### src/rtl/muldiv_pkg.sv
// Shared definitions for the sequential HI/LO multiply/divide unit:
// op encodings, FSM states and the two's-complement helper.
package muldiv_pkg;

  localparam logic [1:0] OP_MULTU = 2'b00;
  localparam logic [1:0] OP_MULT  = 2'b01;
  localparam logic [1:0] OP_DIVU  = 2'b10;
  localparam logic [1:0] OP_DIV   = 2'b11;

  // Widest vector neg2c handles; callers zero-extend and truncate back.
  localparam int NEG_MAX_W = 128;

  typedef enum logic [1:0] {
    IDLE,
    CALC,
    FIX
  } state_t;

  function automatic logic [NEG_MAX_W-1:0] neg2c(input logic [NEG_MAX_W-1:0] x);
    return ~x + 1'b1;
  endfunction

endpackage

### src/rtl/muldiv_negate.sv
// Conditional two's-complement negate, used for operand magnitudes and
// for sign-correcting the product, quotient and remainder.
module muldiv_negate
  import muldiv_pkg::*;
#(
  parameter int WIDTH = 32
) (
  input  logic             neg,
  input  logic [WIDTH-1:0] x,
  output logic [WIDTH-1:0] y
);

  assign y = neg ? WIDTH'(neg2c(NEG_MAX_W'(x))) : x;

endmodule

### src/rtl/muldiv_seq.sv
// Multi-cycle HI/LO multiply/divide: shift-add multiply and restoring
// divide on magnitudes, one bit per clock, with start/busy/done handshake.
module muldiv_seq
  import muldiv_pkg::*;
#(
  parameter  int WIDTH = 32,
  localparam int CNT_W = $clog2(WIDTH) + 1
) (
  input  logic             clk,
  input  logic             rst,
  input  logic             start,
  input  logic [1:0]       op,
  input  logic [WIDTH-1:0] da,
  input  logic [WIDTH-1:0] db,
  input  logic             mthi,
  input  logic             mtlo,
  output logic             busy,
  output logic             done,
  output logic             dbz,
  output logic [WIDTH-1:0] hi,
  output logic [WIDTH-1:0] lo
);

  state_t               state;
  logic [CNT_W-1:0]     cnt;
  logic [1:0]           op_r;
  logic                 sa, sb, zdiv;
  logic [WIDTH-1:0]     ma, mb, ra;
  logic [2*WIDTH-1:0]   acc, acc_next;
  logic [WIDTH-1:0]     abs_a, abs_b;
  logic [2*WIDTH-1:0]   prod_fix;
  logic [WIDTH-1:0]     quo_fix, rem_fix;
  logic [WIDTH:0]       add_sum, sub_diff;

  muldiv_negate #(.WIDTH(WIDTH)) u_abs_a (
    .neg(op[0] & da[WIDTH-1]), .x(da), .y(abs_a));
  muldiv_negate #(.WIDTH(WIDTH)) u_abs_b (
    .neg(op[0] & db[WIDTH-1]), .x(db), .y(abs_b));

  muldiv_negate #(.WIDTH(2*WIDTH)) u_fix_prod (
    .neg((op_r == OP_MULT) & (sa ^ sb)), .x(acc), .y(prod_fix));
  muldiv_negate #(.WIDTH(WIDTH)) u_fix_quo (
    .neg((op_r == OP_DIV) & (sa ^ sb)), .x(acc[WIDTH-1:0]), .y(quo_fix));
  muldiv_negate #(.WIDTH(WIDTH)) u_fix_rem (
    .neg((op_r == OP_DIV) & sa), .x(acc[2*WIDTH-1:WIDTH]), .y(rem_fix));

  // Multiply: acc = {partial, multiplier}; divide: acc = {remainder, dividend/quotient}.
  always_comb begin
    add_sum  = {1'b0, acc[2*WIDTH-1:WIDTH]} + {1'b0, (acc[0] ? ma : '0)};
    sub_diff = acc[2*WIDTH-1:WIDTH-1] - {1'b0, mb};
    acc_next = acc;
    if (op_r[1]) begin
      if (sub_diff[WIDTH])
        acc_next = {acc[2*WIDTH-2:0], 1'b0};
      else
        acc_next = {sub_diff[WIDTH-1:0], acc[WIDTH-2:0], 1'b1};
    end else begin
      acc_next = {add_sum, acc[WIDTH-1:1]};
    end
  end

  // Datapath registers: loaded at start, iterated during CALC.
  always_ff @(posedge clk) begin
    if (state == IDLE && start) begin
      op_r <= op;
      sa   <= op[0] & da[WIDTH-1];
      sb   <= op[0] & db[WIDTH-1];
      ma   <= abs_a;
      mb   <= abs_b;
      ra   <= da;
      zdiv <= op[1] & (db == '0);
      acc  <= {{WIDTH{1'b0}}, (op[1] ? abs_a : abs_b)};
    end else if (state == CALC) begin
      acc  <= acc_next;
    end
  end

  // Control FSM and architectural HI/LO.
  always_ff @(posedge clk) begin
    if (rst) begin
      state <= IDLE;
      cnt   <= '0;
      busy  <= 1'b0;
      done  <= 1'b0;
      dbz   <= 1'b0;
      hi    <= '0;
      lo    <= '0;
    end else begin
      done <= 1'b0;
      case (state)
        IDLE: begin
          if (start) begin
            state <= CALC;
            cnt   <= CNT_W'(WIDTH - 1);
            busy  <= 1'b1;
            dbz   <= 1'b0;
          end else begin
            if (mthi) hi <= da;
            if (mtlo) lo <= da;
          end
        end
        CALC: begin
          cnt <= cnt - 1'b1;
          if (cnt == '0) state <= FIX;
        end
        FIX: begin
          if (zdiv) begin
            hi  <= ra;
            lo  <= '1;
            dbz <= 1'b1;
          end else if (op_r[1]) begin
            hi <= rem_fix;
            lo <= quo_fix;
          end else begin
            {hi, lo} <= prod_fix;
          end
          done  <= 1'b1;
          busy  <= 1'b0;
          state <= IDLE;
        end
        default: state <= IDLE;
      endcase
    end
  end

endmodule

### config.mk
export PLATFORM = sky130hd
export DESIGN_NAME = muldiv_seq
export DESIGN_NICKNAME = d
export VERILOG_FILES = /design/src/rtl/muldiv_pkg.sv /design/src/rtl/muldiv_negate.sv /design/src/rtl/muldiv_seq.sv
export SDC_FILE = /design/constraint.sdc
export NUM_CORES = 1
export LEC_CHECK = 0
export BUFFER_PORTS_ARGS = -buffer_cell sky130_fd_sc_hd__clkbuf_2
export CORE_MARGIN = 2
export CORE_UTILIZATION = 35
export DETAILED_ROUTE_END_ITERATION = 8
export PLACE_DENSITY = 0.53
export SLEW_MARGIN = 20
export SYNTH_ARGS = -nofsm -noshare
export SYNTH_HDL_FRONTEND = slang
export SYNTH_SLANG_ARGS = --single-unit
### constraint.sdc
create_clock -name clk -period 8.78 [get_ports clk]
set_input_delay 1.756 -clock clk [delete_from_list [all_inputs] [get_ports clk]]
set_output_delay 1.756 -clock clk [all_outputs]
set_load 0.1 [all_outputs]
==> flow_summary.yaml <==
yosys:
  async_flop_share_pct: 0
  ys_ff_latch: 239
  synth_top_area_cell: "edfxtp_1"
  synth_top_family_by_area: "compound AO/OA/AOI/OAI gates"
  synthSimpleGateAreaFrac_pct: 17.1
  ys_seq_area_share_pct: 37.4
  synth_area_mm2: 0.0163
  synth_cell_types: 76
  synth_warnings: 0
  synth_xor_area_share_pct: 9.45
  synth-main-ff-cell: "edfxtp_1"
  synth.area.mux_share_pct: 3.86
  synth_cells: 1871
  synth_fp_nets: 2014
  synth-adder-area-share_pct: 5.62
  synth_compound_area_share_pct: 22.5
  postSynthAreaPerCell_um2: 8.72
  netlist_top_cells_area: "edfxtp_1 (24%), dfxtp_1 (13%), xnor2_1 (5.6%)"
  synth_edf_count: 132
  yosys.area.top_type_share_pct: 24.3
outcome:
  outcome: "finished clean"
floorplanning:
  die_h_um: 220
  placeableCoreArea_mm2: 0.0463
  pin_count: 138
  row_count: 79
  initial_core_util_pct: 35.3
  fp.dieArea_mm2: 0.0483
  die_w_um: 220
timing:
  setup_violations: 0
  rsz0062_at_grt: "false"
  worst_slew_pin_slew_ns: 1.13
  slew_headroom_pct: 24.0
  drv_slew: 0
  setup_tns_ns: 0
  skew_ns: 0.0150
  fin_crit_ns: 4.54
  finalCritPeriodShare_pct: 51.7
  hold_violations: 0
  fin_ws_ns: 4.24
  clock.fmax_mhz: 220
critical_path:
  critPathMostFrequentCell: "o21ai_1"
  crit_type: "reg2reg"
  worstSetupStartpointType: "flip-flop"
  end_kind: "flip-flop"
  crit_fanout: 39
  crit_family: "compound AO/OA/AOI/OAI gates"
  worstPathArrival_ns: 4.96
  crit_path_top_delay_cell: "a2111oi_2"
  path_cells: "inv_1, ha_1, fa_1, nor2b_1, o21ai_1, a21oi_1, o21ai_1, a2111oi_2, o311ai_1, and3_1, nor3_4, buf_4, mux2_2, a222oi_1, nor2_1"
  cp.required_ns: 9.20
  crit_buf_inv: 2
  cp_slowest_stage_delay_ns: 0.57
run:
  maxCapViolCount: 0
layout:
  regArea_mm2: 0.00611
  layout.nets: 2098
  fillers: 4783
  antennaDiodeCount: 0
  syn2layout_area_growth_pct: 12.6
  drive_gt1_share_pct: 11.8
  multi_input_area_mm2: 0.00958
placement:
  portBuffers: 137
  preCtsSetupSlack_ns: 3.88
  dp_hpwl_um: 43200
  gp_congestion: 0.932
cts:
  cts_tree: "done"
  cts_setup_buffers: 0
  clockRootBuffer: "clkbuf_16"
  clk_latency_ns: 0.57
  clockBufferDepth: 3
  cts_htree_levels: 1
  cts_sinks: 239
  numCtsBuffers: 27
  ctsHoldBuffers: 0
  cts-resized-gates: 0
  clkSlewWorstSetupHoldPaths_ns: 0.06
power_and_ir_drop:
  power.leakage_nw: 7.26
  peakVddDrop_mv: 0.137
  cellPowerDensity_mw_per_mm2: 241
global_routing:
  antenna_found_initial: 0
  grt-ovfl-total: 0
  grt_pass1_vias: 13900
  grt_max_degree: 92
  grt_pass1_wl_um: 84100
  track_usage_pct: 22.9
drt:
  first_pass_iters: 5
  ant_nets: 0
  route.detailed.drc: 0
  drt_iter0_drc: 1551
  vias_per_cell: 5.71
  routed_wirelength_um: 56800
  vias: 14700
  avgRoutedWirePerCell_um: 22.0
min_path:
  min_path_type: "reg2reg"
[cell usage after synthesis, types with 12 or more instances]
cell / count
nand2b_1: 14
nor4_1: 13
clkbuf_1: 84
buf_1: 13
dfxtp_1: 107
and3_1: 14
and2_1: 40
nand3_1: 17
o31ai_1: 13
a21o_1: 46
a31o_2: 12
nor2_1: 158
mux2i_1: 55
nand2_1: 185
o21ai_0: 110
a311oi_1: 29
or3_1: 13
xor2_1: 71
a211oi_1: 47
a31oi_1: 21
o41ai_1: 13
nor2b_1: 45
ha_1: 70
xnor2_1: 105
nor3_1: 44
a21oi_1: 172
inv_1: 61
edfxtp_1: 132
o221ai_1: 23
[area by class of cell]
type,count,share of cell area (%)
multi-input cells,1464,52.1
flip-flops and latches,239,33.2
repair buffers,158,4.59
clock buffers,39,4.20
well taps,607,4.14
inverters,65,1.36
clock inverters,11,0.334
[cells by family after synthesis]
kind of cell,Yosys count
mux,62
simple gates,584
fa+ha+maj,72
flops,239
buf+inv,168
xor+xnor,176
compound gates,570
[stage by stage]
step | cell area, um2 | power, mW | utilization (%) | hold WS, ns | instances
floorplan | 16300 | 2.84 | - | 0.460 | 1871
global placement | 17500 | 3.32 | 37.9 | 0.442 | 2533
detailed placement | 17500 | 3.33 | 37.9 | 0.455 | 2533
CTS | 18400 | 4.42 | 39.7 | 0.469 | 2583
global route | 18400 | 4.67 | 39.7 | 0.482 | 2583
finish | 18400 | 4.42 | 39.7 | 0.464 | 2583
[final timing paths]
path,from,end,slack (ns),cells past startpoint
max,acc[31],acc[53],4.24,15
min reg2reg,hi[19],hi[19],0.46,2
min,hi[19],hi[19],0.46,2
max reg2reg,acc[31],acc[53],4.24,15
[sequential cells by signal, indices dropped and copies added (netlist names)]
register,count
dbz,1
sa,1
ra,31
cnt,6
mb,32
sb,1
zdiv,1
lo,32
acc,64
ma,32
hi,32
state,2
done,1
busy,1
op_r,2
[cells in the final DEF (no fill, tap or decap), types with 11 or more instances in the layout]
master	instances
or3_1	13
nand2_1	185
nor4_1	13
buf_4	21
dfxtp_1	107
o31ai_1	13
clkbuf_16	27
nand3_1	17
clkbuf_2	137
o22ai_1	11
nand2b_1	14
xor2_1	71
and3_1	14
mux2i_1	55
nor2b_1	44
inv_1	61
and2_1	40
ha_1	70
o41ai_1	13
o221ai_1	23
nor2_1	157
a31o_2	12
a31oi_1	21
a21o_1	46
a311oi_1	29
xnor2_1	105
edfxtp_1	132
a211oi_1	47
o21ai_0	110
nor3_1	44
a21oi_1	171
[worst min-delay path, cell delays in order (launching register included)]
cell     delay [ns]
dfxtp_1        0.31
nand2_1        0.05
a21oi_1        0.05
[report_power, final]
part	internal (mW)	switching [mW]
logic	0.636	1.13
clock network	0.608	0.485
registers	1.35	0.215
total	2.59	1.83
[layer usage]
metal	up-vias	wire length, um	part of all wire, %	global-route usage, %
met2	452	26400	46	37.1
met1	7167	25900	46	32.5
met5	-	0	0	0
met4	0	1340	2.4	5.37
li1	7049	-	-	-
met3	77	3170	5.6	2.76
No activity file was read; power rests on OpenSTA's default activity.
